## src/rtl/ascii_pkg.sv

```systemverilog
// Shared definitions for the ASCII number parser: FSM states, character
// constants and the character-to-nibble classifier.
package ascii_pkg;

   typedef enum logic [1:0] {
      ST_IDLE,
      ST_ACCUM,
      ST_FLUSH,
      ST_DONE
   } state_e;

   localparam logic [7:0] CHAR_CR   = 8'h0D;
   localparam logic [7:0] CHAR_LF   = 8'h0A;
   localparam logic [7:0] CHAR_SP   = 8'h20;
   localparam logic [7:0] DEC_LO    = 8'h30;
   localparam logic [7:0] DEC_HI    = 8'h39;
   localparam logic [7:0] HEX_UC_LO = 8'h41;
   localparam logic [7:0] HEX_UC_HI = 8'h46;
   localparam logic [7:0] HEX_LC_LO = 8'h61;
   localparam logic [7:0] HEX_LC_HI = 8'h66;

   function automatic logic is_terminator(input logic [7:0] c);
      return (c == CHAR_CR) || (c == CHAR_LF) || (c == CHAR_SP);
   endfunction

   // Returns {legal, value}; letters are only legal when hex is set.
   function automatic logic [4:0] char_to_nibble(input logic [7:0] c, input logic hex);
      logic [4:0] r;
      r = '0;
      if (c >= DEC_LO && c <= DEC_HI) begin
         r = {1'b1, 4'(c - DEC_LO)};
      end else if (hex && c >= HEX_UC_LO && c <= HEX_UC_HI) begin
         r = {1'b1, 4'(c - HEX_UC_LO + 8'd10)};
      end else if (hex && c >= HEX_LC_LO && c <= HEX_LC_HI) begin
         r = {1'b1, 4'(c - HEX_LC_LO + 8'd10)};
      end
      return r;
   endfunction

endpackage

```

## src/rtl/ascii_num_parser.sv

```systemverilog
// Streaming ASCII decimal/hex number parser: accumulates digits per word,
// flags illegal characters and overflow, and hands one result per word.
module ascii_num_parser
   import ascii_pkg::*;
#(
   parameter int unsigned DIGITS_MAX = 8,
   parameter int unsigned OUT_WIDTH  = 32
) (
   input  logic                               clk,
   input  logic                               rst_n,
   input  logic                               mode_hex_in,
   input  logic [7:0]                         ascii_char_in,
   input  logic                               valid_in,
   output logic                               ready_in,
   output logic [OUT_WIDTH-1:0]               value_out,
   output logic [$clog2(DIGITS_MAX+1)-1:0]    digit_count_out,
   output logic                               err_char_out,
   output logic                               err_ovf_out,
   output logic                               valid_out,
   input  logic                               ready_out,
   output logic                               busy_out
);

   localparam int unsigned CW = $clog2(DIGITS_MAX + 1);
   localparam int unsigned AW = OUT_WIDTH + 4;

   state_e               state_q;
   logic [OUT_WIDTH-1:0] acc_q;
   logic [CW-1:0]        cnt_q;
   logic                 hex_q;
   logic                 echar_q;
   logic                 eovf_q;

   logic [OUT_WIDTH-1:0] value_q;
   logic [CW-1:0]        count_q;
   logic                 err_char_q;
   logic                 err_ovf_q;
   logic                 valid_q;
   logic                 busy_q;
   logic                 ready_q;

   logic                 accept;
   logic                 term;
   logic [4:0]           nib;
   logic                 nib_legal;
   logic [3:0]           nib_val;
   logic [AW-1:0]        acc_ext;
   logic [AW-1:0]        acc_nx;
   logic                 sum_ovf;
   logic                 cnt_full;
   logic                 finish_word;

   always_comb begin
      accept    = valid_in && ready_q;
      term      = is_terminator(ascii_char_in);
      // Radix comes from the port only for the first digit of a word.
      nib       = char_to_nibble(ascii_char_in, (state_q == ST_IDLE) ? mode_hex_in : hex_q);
      nib_legal = nib[4];
      nib_val   = nib[3:0];
      acc_ext   = AW'(acc_q);
      acc_nx    = '0;
      if (hex_q) begin
         acc_nx = (acc_ext << 4) | AW'(nib_val);
      end else begin
         acc_nx = acc_ext * AW'(10) + AW'(nib_val);
      end
      sum_ovf     = |acc_nx[AW-1:OUT_WIDTH];
      cnt_full    = (cnt_q == CW'(DIGITS_MAX));
      finish_word = accept && term && ((state_q == ST_ACCUM) || (state_q == ST_FLUSH));
   end

   always_ff @(posedge clk or negedge rst_n) begin
      if (!rst_n) begin
         state_q    <= ST_IDLE;
         acc_q      <= '0;
         cnt_q      <= '0;
         hex_q      <= 1'b0;
         echar_q    <= 1'b0;
         eovf_q     <= 1'b0;
         value_q    <= '0;
         count_q    <= '0;
         err_char_q <= 1'b0;
         err_ovf_q  <= 1'b0;
         valid_q    <= 1'b0;
         busy_q     <= 1'b0;
         ready_q    <= 1'b0;
      end else begin
         ready_q <= 1'b1;
         unique case (state_q)
            ST_IDLE: begin
               if (accept && !term) begin
                  hex_q      <= mode_hex_in;
                  eovf_q     <= 1'b0;
                  err_char_q <= 1'b0;
                  err_ovf_q  <= 1'b0;
                  busy_q     <= 1'b1;
                  if (nib_legal) begin
                     acc_q   <= OUT_WIDTH'(nib_val);
                     cnt_q   <= CW'(1);
                     echar_q <= 1'b0;
                     state_q <= ST_ACCUM;
                  end else begin
                     acc_q   <= '0;
                     cnt_q   <= '0;
                     echar_q <= 1'b1;
                     state_q <= ST_FLUSH;
                  end
               end
            end
            ST_ACCUM: begin
               if (accept && !term) begin
                  if (!nib_legal) begin
                     echar_q <= 1'b1;
                     state_q <= ST_FLUSH;
                  end else if (cnt_full || sum_ovf) begin
                     eovf_q  <= 1'b1;
                     state_q <= ST_FLUSH;
                  end else begin
                     acc_q <= acc_nx[OUT_WIDTH-1:0];
                     cnt_q <= cnt_q + CW'(1);
                  end
               end
            end
            ST_FLUSH: begin
            end
            ST_DONE: begin
               if (valid_q && ready_out) begin
                  valid_q <= 1'b0;
                  busy_q  <= 1'b0;
                  state_q <= ST_IDLE;
               end else begin
                  ready_q <= 1'b0;
               end
            end
            default: state_q <= ST_IDLE;
         endcase

         // Terminator in ACCUM or FLUSH publishes the word's result.
         if (finish_word) begin
            value_q    <= (echar_q || eovf_q) ? '0 : acc_q;
            count_q    <= cnt_q;
            err_char_q <= echar_q;
            err_ovf_q  <= eovf_q;
            valid_q    <= 1'b1;
            ready_q    <= 1'b0;
            state_q    <= ST_DONE;
         end
      end
   end

   assign ready_in        = ready_q;
   assign value_out       = value_q;
   assign digit_count_out = count_q;
   assign err_char_out    = err_char_q;
   assign err_ovf_out     = err_ovf_q;
   assign valid_out       = valid_q;
   assign busy_out        = busy_q;

endmodule

```

## config.mk

```make
export PLATFORM = sky130hd
export DESIGN_NAME = ascii_num_parser
export DESIGN_NICKNAME = d
export VERILOG_FILES = /design/src/rtl/ascii_pkg.sv /design/src/rtl/ascii_num_parser.sv
export SDC_FILE = /design/constraint.sdc
export NUM_CORES = 1
export LEC_CHECK = 0
export BUFFER_PORTS_ARGS = -buffer_cell sky130_fd_sc_hd__buf_2
export CAP_MARGIN = 20
export CELL_PAD_IN_SITES_DETAIL_PLACEMENT = 2
export CELL_PAD_IN_SITES_GLOBAL_PLACEMENT = 2
export CORE_UTILIZATION = 25
export DETAILED_ROUTE_END_ITERATION = 6
export PLACE_DENSITY_LB_ADDON = 0.1
export SETUP_SLACK_MARGIN = 0.05
export SLEW_MARGIN = 20
export SYNTH_ARGS = -nofsm -noshare
export SYNTH_HDL_FRONTEND = slang
export SYNTH_SLANG_ARGS = --single-unit
```

## constraint.sdc

```tcl
create_clock -name clk -period 4.3 [get_ports clk]
set_input_delay 0.645 -clock clk [delete_from_list [all_inputs] [get_ports clk]]
set_output_delay 0.645 -clock clk [all_outputs]
set_load 0.02 [all_outputs]
```

After elaboration in Yosys (flattened, before gate mapping)
Index checks and enable logic that the tools add are counted.
{ "word_totals": {"ff_bits": 82, "latchBits": 0, "ramBits": 0, "rom_bits": 0, "input_bits": 13, "output_inout_bits": 41, "mem_count": 0} }
{ "classes": {"add_sub_neg": 7, "n_mul": 1, "div": 0, "order_cmp": 6, "eq_ne": 18, "shifts": 0, "n_mux": 47, "n_bitwise": 1, "n_reduce_logical": 33} }
{ "ops": {"columns": ["cell", "count"], "rows": [
  ["two-way mux 32 bit", 5],
  ["one-hot mux 32 bit (2 select lines)", 1],
  ["adder 36 x 4 -> 36 bit", 1],
  ["two-way mux 36 bit", 1],
  ["bitwise OR 36 x 4 -> 36 bit", 1],
  ["multiplier 32 x 3 -> 35 bit (second input constant)", 1],
  ["two-way mux 1 bit", 20],
  ["two-way mux 4 bit", 5],
  ["== test 8 x 4 -> 1 bit (second input constant)", 2],
  [">= comparator 8 x 7 -> 1 bit (second input constant)", 2],
  ["less-or-equal comparator 8 x 7 -> 1 bit (second input constant)", 2],
  ["two-way mux 5 bit", 3],
  ["AND reduction 5 bit", 3],
  ["two-way mux 2 bit", 7],
  ["nonzero test 2 bit", 6],
  ["subtractor 4 x 1 -> 4 bit (second input constant)", 3],
  ["logical AND 1 bit", 10],
  ["adder 4 bit (second input constant)", 2],
  ["== test 8 x 6 -> 1 bit (second input constant)", 1],
  [">= comparator 8 x 6 -> 1 bit (second input constant)", 1],
  ["less-or-equal comparator 8 x 6 -> 1 bit (second input constant)", 1],
  ["!= test 2 bit (second input constant)", 4],
  ["one-hot mux 4 bit (2 select lines)", 1],
  ["!= test 2 x 1 -> 1 bit (second input constant)", 3],
  ["17 further kinds", 27]
]} }

Logic depth before layout (Yosys ltp)
Gate-level depths: netlist (run 1).
{ "logic_depth": {"word_depth": 16, "ltp_mapped": 22, "ltp_nobuf": 20} }

Least setup slack after synthesis (run 1)
No wires, ideal clock.
{ "synth_timing": {"kind": "input to register", "from": "input ascii_char_in[3]", "to": "register acc_q[1]", "setup_time_ps": 128, "arrival_ps": 4746, "slack_ps": -573, "cell_stages": 17, "path_cell_list": "or4b_2 -> a311oi_1 -> nor2b_1 -> o21ai_0 -> o21ai_0 -> fa_1 -> a21oi_1 -> nor2_1 -> nand4_1 -> nor4_1 -> nor3b_2 -> nand2_1 -> and4_1 -> a211o_2 -> a21oi_4 -> buf_4 -> mux2_1"} }
{ "synth_between": {"elab_chain_len": 12} }
{ "synth_lines": {"columns": ["item", "line", "source"], "rows": [
  ["from (decl)", "ascii_num_parser.sv:12", "input logic [7:0] ascii_char_in,"],
  ["parallel branches: the longest is 12 deep, another holds adder 36 x 4 -> 36 bit", null, null],
  ["to (signal assigned)", "ascii_num_parser.sv:98", "acc_q <= OUT_WIDTH'(nib_val);"],
  ["to (signal assigned)", "ascii_num_parser.sv:119", "acc_q <= acc_nx[OUT_WIDTH-1:0];"],
  ["to (decl)", "ascii_num_parser.sv:28", "logic [OUT_WIDTH-1:0] acc_q;"]
]} }
Several ways; the timed one is not identified. The select of a mux whose other input is x is not followed.
A chain may end at the register's enable or synchronous reset.

Worst setup path in the final report (run 1)
{ "layout_timing": {"from": "input ascii_char_in[3]", "to": "register acc_q[3]"} }
Same word-level chain as after synthesis.

==> run metrics, run 1 <==
worst hold path type input pin to async pin; Die Y 168 um; Max-slew headroom 39.6%; Mapped Area 6890 um2; clk buf depth 2; vias per std cell 5.17; Avg Inst Size Synth 8.31 um2; FFs w/ async S/R, synth 100%; 1st-iter DRT viols 288; final core utilization 36.9%; pre-CTS setup slack -0.761 ns; number of synthesized flops with an enable pin 0; Max Freq 223 MHz; Remaining Overflow, GRT 0; routed wire length 29,500 um; Final Skew 0.0179 ns; yosys warns 0; Die Wd 168 um; area grow syn2layout 44.8%; Register Area 2060 um2; post-synth cell types 81; Primary FF master, synth dfrtp_1; Finish-stage setup viols 38; DRT antenna net count 0; diodes inserted 0; hold bufs inserted after CTS 0; clock slew at reported path FFs 0.06 ns; Final HPWL DP 22,200 um; fill cell count 3,014; Initial Util 25.5%; GPL Wtd Cong 0.808; total power 2.74 mW; max cap viols 0; total CTS buffers 9; Via Count 7,357; final worst slack -0.184 ns; Total Routing Usage GR 20.8%; fin crit share 104%; CP Launch Point ascii_char_in[3]; outcome complete, but fails checks; r2r startpoint acc_q[6]; area of the multi-input gates 5090 um2; critical path endpoint category flip-flop; Tightest Pin Transition 0.906 ns; startpoint type of the worst setup path input pin; static leakage 4.74 nW; first-pass GRT wire length 46,300 um; DP Cell Count 1,366; Setup Crit Path Kind input pin to flip-flop; share of layout cells above drive strength 1 35.8%; core region area 27,000 um2; CP Max Fanout 8; port bufs 53; largest net degree at the start of global routing 80; PD cells 275 nW/um2; Final min period 4.48 ns; clk_lat worst skew 0.34 ns; Core Rows 60; Wirelength per Cell 20.7 um; VDD IR-drop max 182 uV; CTS tree built; antenna violations before repair 0; Die ar. 28,200 um2; synthesis-stage register bit count 82; Non-Filler Instances 1,422; register area share after synthesis 29.8%; unrepaired setup endpoints after global routing true; FF-to-FF path depth 14; final net count 1,163; CTS H-tree lvls 3; clock sinks 82; synthesized net count 916; FF-to-FF setup slack -0.15 ns; I/O pins 54; CP Data Arrival Time 4.69 ns; Pre-antenna DRT Iters 4; Slew Limit Fails 0; DR DRC count 0; reg2reg end acc_q[3]; final hold violation count 0; failing checks setup timing; vias in the first global route 8,318; Post-Syn Instances 829; CTS root buf clkbuf_16; CP required 4.51 ns
[logic make-up (layout without fill, tap and decap cells)]
logic type	Yosys count	in the layout	synth area share, %
AO/OA/AOI/OAI	242	242	23.5
AND/OR/NAND/NOR	319	322	22.1
adder cells (fa/ha/maj)	74	74	13.7
XOR/XNOR	43	43	5.46
flip-flops	82	82	29.8
buffers and inverters	56	305	3.49
multiplexers	13	13	2.05
[worst max-delay path, stage by stage]
cell and delay (ns):
buf_6 0.09, or4b_4 0.55, a311oi_4 0.34, buf_4 0.18, nand2_4 0.05, o21ai_2 0.17, buf_4 0.15, fa_2 0.24
a21oi_4 0.08, nor2_4 0.12, nand4_1 0.23, nor4_4 0.24, nor3b_2 0.25, nand2_1 0.13, and4_1 0.22, a211o_4 0.36
a21oi_4 0.16, buf_12 0.16, mux2_4 0.31
[layer usage]
layer  wire length [um]  vias up  track usage (%)
met4                303        0             3.59
li1                   -     3535                -
met2              15600       71             39.8
met5                  0        -                0
met1              13100     3735             25.4
met3                428       16             1.97
[placed cells by master, fill, tap and decap left out, types with 7 or more instances in the layout]
cell type | netlist | final
inv_1 | 16 | 15
nand2_1 | 151 | 149
a21oi_1 | 39 | 32
xor2_1 | 21 | 19
nand4_1 | 19 | 19
nand3_1 | 20 | 16
xnor2_1 | 22 | 19
a22o_1 | 24 | 24
nand2b_1 | 8 | 8
nor4_4 | 1 | 7
o211ai_1 | 8 | 8
buf_2 | 14 | 50
a31oi_1 | 9 | 8
a21o_1 | 9 | 9
nor3_1 | 14 | 10
ha_1 | 72 | 64
clkbuf_16 | 0 | 10
buf_4 | 1 | 209
nor2_1 | 52 | 48
dfrtp_1 | 82 | 79
o21ai_1 | 3 | 9
buf_6 | 1 | 8
o21ai_0 | 91 | 83
[synth_stat cells (14+ instances only)]
master	number	area share, %
clkbuf_1	23	1.3
o21ai_0	91	6.6
nand3_1	20	1.5
inv_1	16	0.87
xor2_1	21	2.7
nor3_1	14	1.0
nor2_1	52	2.8
buf_2	14	1.0
ha_1	72	13
a22o_1	24	3.1
nand4_1	19	1.7
xnor2_1	22	2.8
nand2_1	151	8.2
a21oi_1	39	2.8
dfrtp_1	82	30
[registers in the layout (all words and copies together) (netlist names)]
register         cells
acc_q               32
cnt_q                4
ready_in             1
err_ovf_out          1
state_q              2
hex_q                1
valid_out            1
digit_count_out      4
echar_q              1
err_char_out         1
value_out           32
busy_out             1
eovf_q               1
[power by group]
group          switching (mW)  total, mW  internal, mW  leakage, nW
Clock                   0.345      0.875         0.530        0.157
Sequential             0.0509      0.876         0.825         1.12
Combinational           0.605      0.992         0.387         3.47
Total                    1.00       2.74          1.74         4.74
[worst max-delay path by stage]
| stage | to | slack [ns] | cells after the start |
|---|---|---|---|
| 3_3_place_gp | acc_q[0] | -0.53 | 19 |
| 2_1_floorplan | acc_q[1] | -0.25 | 18 |
| 6_report | acc_q[3] | -0.18 | 19 |
| 3_5_place_dp | acc_q[31] | -0.76 | 19 |
| 4_1_cts | state_q[0] | -0.20 | 15 |
| 5_1_grt | acc_q[3] | -0.33 | 19 |
[metrics by stage]
stage	TNS, ns	instance area (um2)	hold WS (ns)
floorplan	-3.63	6970	0.349
global placement	-18.11	8870	0.457
detailed placement	-23.64	8870	0.466
CTS	-4.44	9640	0.461
global route	-9.08	9980	0.474
finish	-3.42	9980	0.423
[final cells by class]
type	instances	area share (%)
multi-input cells	694	51.0
flip-flops and latches	82	20.6
repair buffers	273	20.3
well taps	341	4.27
clock buffers	11	2.43
clock inverters	5	0.852
inverters	16	0.602
[timing repair]
action	CTS	global route
buffers inserted	27	11
pin swaps	39	35
gates resized for setup	49	49
gates cloned	3	1
endpoints found under the hold margin	0	0
setup endpoints to repair	39	39
Power figures use the tool's default switching activity.
==> inputs of run 2 (changes only) <==
--- a/config.mk
+++ b/config.mk
@@ -5,6 +5,7 @@
 export SDC_FILE = /design/constraint.sdc
 export NUM_CORES = 1
 export LEC_CHECK = 0
+export ABC_AREA = 1
 export BUFFER_PORTS_ARGS = -buffer_cell sky130_fd_sc_hd__buf_2
 export CAP_MARGIN = 20
 export CELL_PAD_IN_SITES_DETAIL_PLACEMENT = 2
==> run 2 against run 1 <==
Against the previous run: design area up 0.46%; largest power group unchanged; sequential share of layout area down 0.095 points; via count up 17%; count of clock-buffer cells in the layout unchanged; synthesized area up 17%; power up 17%; the flow now finishes without violations; non-clock buffer count down 152; largest cell class unchanged; global-route usage down 0.82 points; critical endpoint is now acc_q[6]; combinational power up 52%; clock skew down 0.0083 ns.
==> run metrics, run 2 <==
outcome finished clean; Net Sw Frac 42.5% (+6.0 points); total CTS buffers 9 (unchanged); diodes inserted 0 (unchanged); Clock Power Share 25.1% (-6.8 points); CP max stage delay 0.23 ns (-0.32 ns); setup TNS 0 ns (+3.42 ns); Internal 1.85 mW (+6.2%); commonest non-fill, non-tap cell in the layout nand2_1; Total Routing Usage GR 20.0% (-0.82 points); CTS root buf clkbuf_16; largest net degree at the start of global routing 57 (-29%); CP max-delay cell ha_2; post-synth top area share 25.3% (-4.4 points); DP Cell Count 1,786 (+31%); Seq pwr share 28.0% (-3.9 points); fill cell count 3,954 (+31%); startpoint type of the worst setup path input pin; most used cell, CP nand2_2; Die Wd 182 um (+8.3%); hold bufs inserted after CTS 0 (unchanged); Initial Util 25.5% (about the same); worst hold path type input pin to async pin; CTS H-tree lvls 3 (unchanged); unrepaired setup endpoints after global routing true; FFs w/ async S/R, synth 100% (unchanged); clock slew at reported path FFs 0.06 ns (about the same); Die Y 182 um (+8.3%); Primary FF master, synth dfrtp_1; area grow syn2layout 23.9%; PD cells 321 nW/um2 (+17%); Final Skew 0.00958 ns (-0.00828 ns); 1st-iter DRT viols 298 (+3.5%); list of most frequent post-synthesis cells 492 x nand2_1, 183 x inv_1, 85 x nand3_1; CP Data Arrival Time 4.30 ns (-0.39 ns); VDD IR-drop max 222 uV (+22%); Avg Inst Size Synth 6.23 um2 (-25%); CP Launch Point ascii_char_in[1]; fin crit share 94.2% (-10 points); CP required 4.54 ns (+0.03 ns); clk_lat worst skew 0.35 ns (about the same); Setup Crit Path Kind input pin to flip-flop; static leakage 5.26 nW (+11%); synth top area cells dfrtp_1 25%, nand2_1 23%, ha_1 11%; port bufs 53 (unchanged); routed wire length 32,900 um (+12%); Post-Syn Instances 1,299 (+57%); first-pass GRT wire length 51,500 um (+11%); Combinational Power Share 46.8% (+11 points); DRT antenna net count 0 (unchanged); Remaining Overflow, GRT 0 (unchanged); Via Count 8,630 (+17%); core region area 31,700 um2 (+17%); DR DRC count 0 (unchanged); critical path endpoint category flip-flop; GPL Wtd Cong 0.792 (-2.0%); synthesis-stage register bit count 82 (unchanged); share of layout cells above drive strength 1 21.2% (-15 points); clock sinks 82 (unchanged); Non-Filler Instances 1,814 (+28%); post-synth cell types 42 (-48%); Final HPWL DP 26,700 um (+20%); CP Max Fanout 7 (-1); Pre-antenna DRT Iters 4 (unchanged); Psw 1.37 mW (+37%); antenna violations before repair 1 (+1); CTS tree built; most frequent cells in the layout 456 x nand2_1, 178 x inv_1, 79 x dfrtp_1, 78 x o21ai_0, 75 x nand3_1; area of the multi-input gates 5590 um2 (+9.8%); Core Rows 65 (+8.3%); Wirelength per Cell 18.1 um (-13%); Slew Limit Fails 0 (unchanged); r2r startpoint state_q[1]; Mapped Area 8100 um2 (+17%); Tightest Pin Transition 0.774 ns (-0.132 ns); final net count 1,494 (+28%); clk buf depth 2 (unchanged); max cap viols 0 (unchanged); vias in the first global route 9,219 (+11%); Max Freq 247 MHz (+11%); synthesized net count 1,386 (+51%); Die ar. 33,100 um2 (+17%); yosys warns 0 (unchanged); most common cell in the netlist nand2_1; Finish-stage setup viols 0 (-100%); I/O pins 54 (unchanged); register area share after synthesis 25.3% (-4.4 points); vias per std cell 4.76 (-8.0%); Register Area 2060 um2 (unchanged); Max-slew headroom 48.3% (+8.7 points); final hold violation count 0 (unchanged); Final min period 4.05 ns (-0.432 ns); area leader, netlist dfrtp_1; number of synthesized flops with an enable pin 0 (unchanged)
[run 2: timing repair]
action	CTS	global route
pin swaps	3	35
setup endpoints to repair	39	39
gates resized for setup	10	113
buffers inserted	1	7
gates cloned	0	4
[run 2: power by group through the flow]
stage               Combinational (mW)  Sequential (mW)  Clock (mW)
floorplan                        0.780            0.919           0
global placement                  1.19            0.915           0
detailed placement                1.21            0.918           0
CTS                               1.24            0.904       0.830
global route                      1.66            0.910       0.864
finish                            1.51            0.902       0.809
[run 2: cells by family after synthesis]
logic type	share of synthesized area, %
AOI/OAI and AO/OA	10.5
DFF	25.3
xor gates and xnor gates	1.73
muxes	0.139
adders and majority gates	11.6
buffers and inverters	10.9
and+or+nand+nor	39.8
[run 2: path summary, 6_finish.rpt]
check | endpoint | cells after the start | slack, ns
worst max-delay path | acc_q[6] | 31 | 0.25
worst min-delay path | digit_count_out[2] | 1 | 0.35
worst max register to register | acc_q[6] | 32 | 0.28
worst min register to register | value_out[30] | 2 | 0.48
max in group asynchronous | acc_q[29] | 2 | 3.09
min in group clk | value_out[30] | 2 | 0.48
[run 2: layer usage]
metal	routed length, um	vias to the layer above	global-route usage, %
li1	-	4328	-
met1	15900	4228	26.6
met2	16000	52	35.2
met3	534	22	2.13
met4	420	0	3.66
met5	0	-	0
[run 2: worst max-delay path, delay by kind of cell]
kind | cells | cell delay [ns]
simple gates | 22 | 2.21
fa+ha+maj | 3 | 0.68
buf+inv | 5 | 0.58
compound gates | 1 | 0.17
[run 2: cell type report]
cell class	count	area share, %
well taps	402	5.02
multi-input cells	1001	55.7
inverters	192	7.34
clock buffers	11	2.42
repair buffers	121	8.39
flip-flops and latches	82	20.5
clock inverters	5	0.624
[run 2: per-stage QoR]
stage	total power, mW	worst slack [ns]	hold WS (ns)	util, %	cell area [um2]
global route	3.43	-0.0154	0.392	31.6	10000
finish	3.22	0.248	0.351	31.6	10000
detailed placement	2.13	-0.362	0.468	28.9	9160
global placement	2.11	-0.202	0.460	28.9	9160
CTS	2.98	0.0384	0.373	30.0	9500
floorplan	1.70	0.199	0.349	-	8100
==> inputs of run 3 (changes only) <==
--- a/config.mk
+++ b/config.mk
@@ -12,6 +12,7 @@
 export CELL_PAD_IN_SITES_GLOBAL_PLACEMENT = 2
 export CORE_UTILIZATION = 25
 export DETAILED_ROUTE_END_ITERATION = 6
+export MAX_ROUTING_LAYER = met4
 export PLACE_DENSITY_LB_ADDON = 0.1
 export SETUP_SLACK_MARGIN = 0.05
 export SLEW_MARGIN = 20
==> run 3 against run 2 <==
Against the previous run: worst hold slack lost 0.0054 ns; highest routed layer unchanged; combinational power about the same; non-clock buffer count is the same.
==> run metrics, run 3 (synthesis results as in run 2) <==
vias in the first global route 9,219 (unchanged); total CTS buffers 9 (unchanged); Slew Limit Fails 0 (unchanged); routed wire length 32,800 um (about the same); core region area 31,700 um2 (unchanged); Final min period 4.06 ns (+0.00573 ns); clk buf depth 2 (unchanged); most used cell, CP nand2_2; Max Freq 246 MHz (-0.14%); Core Rows 65 (unchanged); PD cells 321 nW/um2 (about the same); DP Cell Count 1,786 (unchanged); outcome finished clean; diodes inserted 0 (unchanged); CP max-delay cell ha_2; final net count 1,494 (unchanged); Setup Crit Path Kind input pin to flip-flop; largest net degree at the start of global routing 57 (unchanged); worst hold path type input pin to async pin; clock slew at reported path FFs 0.06 ns (about the same); fill cell count 3,960 (+0.15%); CP Max Fanout 7 (unchanged); vias per std cell 4.76 (about the same); final hold violation count 0 (unchanged); Die ar. 33,100 um2 (unchanged); static leakage 5.26 nW (about the same); Non-Filler Instances 1,814 (unchanged); CTS root buf clkbuf_16; Wirelength per Cell 18.1 um (about the same); Remaining Overflow, GRT 0 (unchanged); CP Data Arrival Time 4.30 ns (about the same); Die Wd 182 um (unchanged); total power 3.22 mW (about the same); first-pass GRT wire length 51,500 um (about the same); Die Y 182 um (unchanged); fin crit share 94.4% (+0.13 points); share of layout cells above drive strength 1 21.2% (unchanged); antenna violations before repair 1 (unchanged); unrepaired setup endpoints after global routing true; Finish-stage setup viols 0 (unchanged); DRT antenna net count 0 (unchanged); I/O pins 54 (unchanged); Via Count 8,638 (+0.093%); Initial Util 25.5% (unchanged); clk_lat worst skew 0.35 ns (about the same); 1st-iter DRT viols 308 (+3.4%); Pre-antenna DRT Iters 4 (unchanged); Total Routing Usage GR 20.6% (+0.60 points); CP max stage delay 0.23 ns (about the same); VDD IR-drop max 224 uV (+1.1%); setup TNS 0 ns (unchanged); Final Skew 0.00910 ns (-0.000484 ns); CP required 4.55 ns (about the same); startpoint type of the worst setup path input pin; port bufs 53 (unchanged); Final HPWL DP 26,700 um (unchanged); DR DRC count 0 (unchanged); CTS H-tree lvls 3 (unchanged); most frequent cells in the layout 456 x nand2_1, 178 x inv_1, 79 x dfrtp_1, 78 x o21ai_0, 75 x nand3_1; clock sinks 82 (unchanged); max cap viols 0 (unchanged); GPL Wtd Cong 0.804 (+1.4%); commonest non-fill, non-tap cell in the layout nand2_1; Max-slew headroom 48.0% (-0.34 points); FF-to-FF setup slack 0.28 ns (about the same); CTS tree built; area grow syn2layout 23.9% (unchanged); hold slack 0.345 ns (-0.00540 ns); critical path endpoint category flip-flop; Tightest Pin Transition 0.779 ns (+0.00515 ns)
[run 3: cell counts in the layout (fill, tap and decap cells not counted)]
No cell type changed its count.
[run 3: area by class of cell]
type                       count  area (um2)  share of cell area [%]
tap                          402         503                    5.02
multi-input combinational   1001        5590                    55.7
clock buffer                  11         243                    2.42
timing repair buffer         121         841                    8.39
sequential                    82        2060                    20.5
clock inverter                 5        62.6                   0.624
inverter                     192         736                    7.34
[run 3: stage by stage]
step / area (um2) / util (%) / setup slack [ns]
CTS: 9500 / 30.0 / 0.0384
global placement: 9160 / 28.9 / -0.202
global route: 10000 / 31.6 / -0.0156
detailed placement: 9160 / 28.9 / -0.362
floorplan: 8100 / - / 0.199
finish: 10000 / 31.6 / 0.242
[run 3: final timing paths]
check	startpoint	endpoint	depth (start not counted)
setup / recovery	ascii_char_in[1]	acc_q[6]	31
hold / removal	rst_n	digit_count_out[2]	1
setup reg to reg	state_q[1]	acc_q[6]	32
hold reg to reg	value_out[30]	value_out[30]	2
max in group asynchronous	rst_n	acc_q[29]	2
min in group clk	value_out[30]	value_out[30]	2
[run 3: metal layers]
metal  share of wire, %  global-route usage [%]  wire length, um
met5                  0                       -                0
met4                1.4                    3.66              459
met3                1.8                    2.13              588
met2                 49                    35.2            16000
met1                 48                    26.5            15800
[run 3: where the power goes]
part,switching [mW],internal [mW]
Sequential,0.0652,0.836
Clock,0.341,0.470
Combinational,0.960,0.544
Total,1.37,1.85
[run 3: repair_timing]
action	4_1_cts	5_1_grt
resized for setup	10	113
setup buffers	1	7
cloned	0	4
pin swaps	3	35
hold buffers	0	0
setup endpoints to repair	39	39
[run 3: critical path: cells and delay by family]
| family | cells | cell delay [ns] |
|---|---|---|
| AOI/OAI and AO/OA | 1 | 0.17 |
| adders and majority gates | 3 | 0.68 |
| buffers and inverters | 5 | 0.58 |
| and+or+nand+nor | 22 | 2.21 |
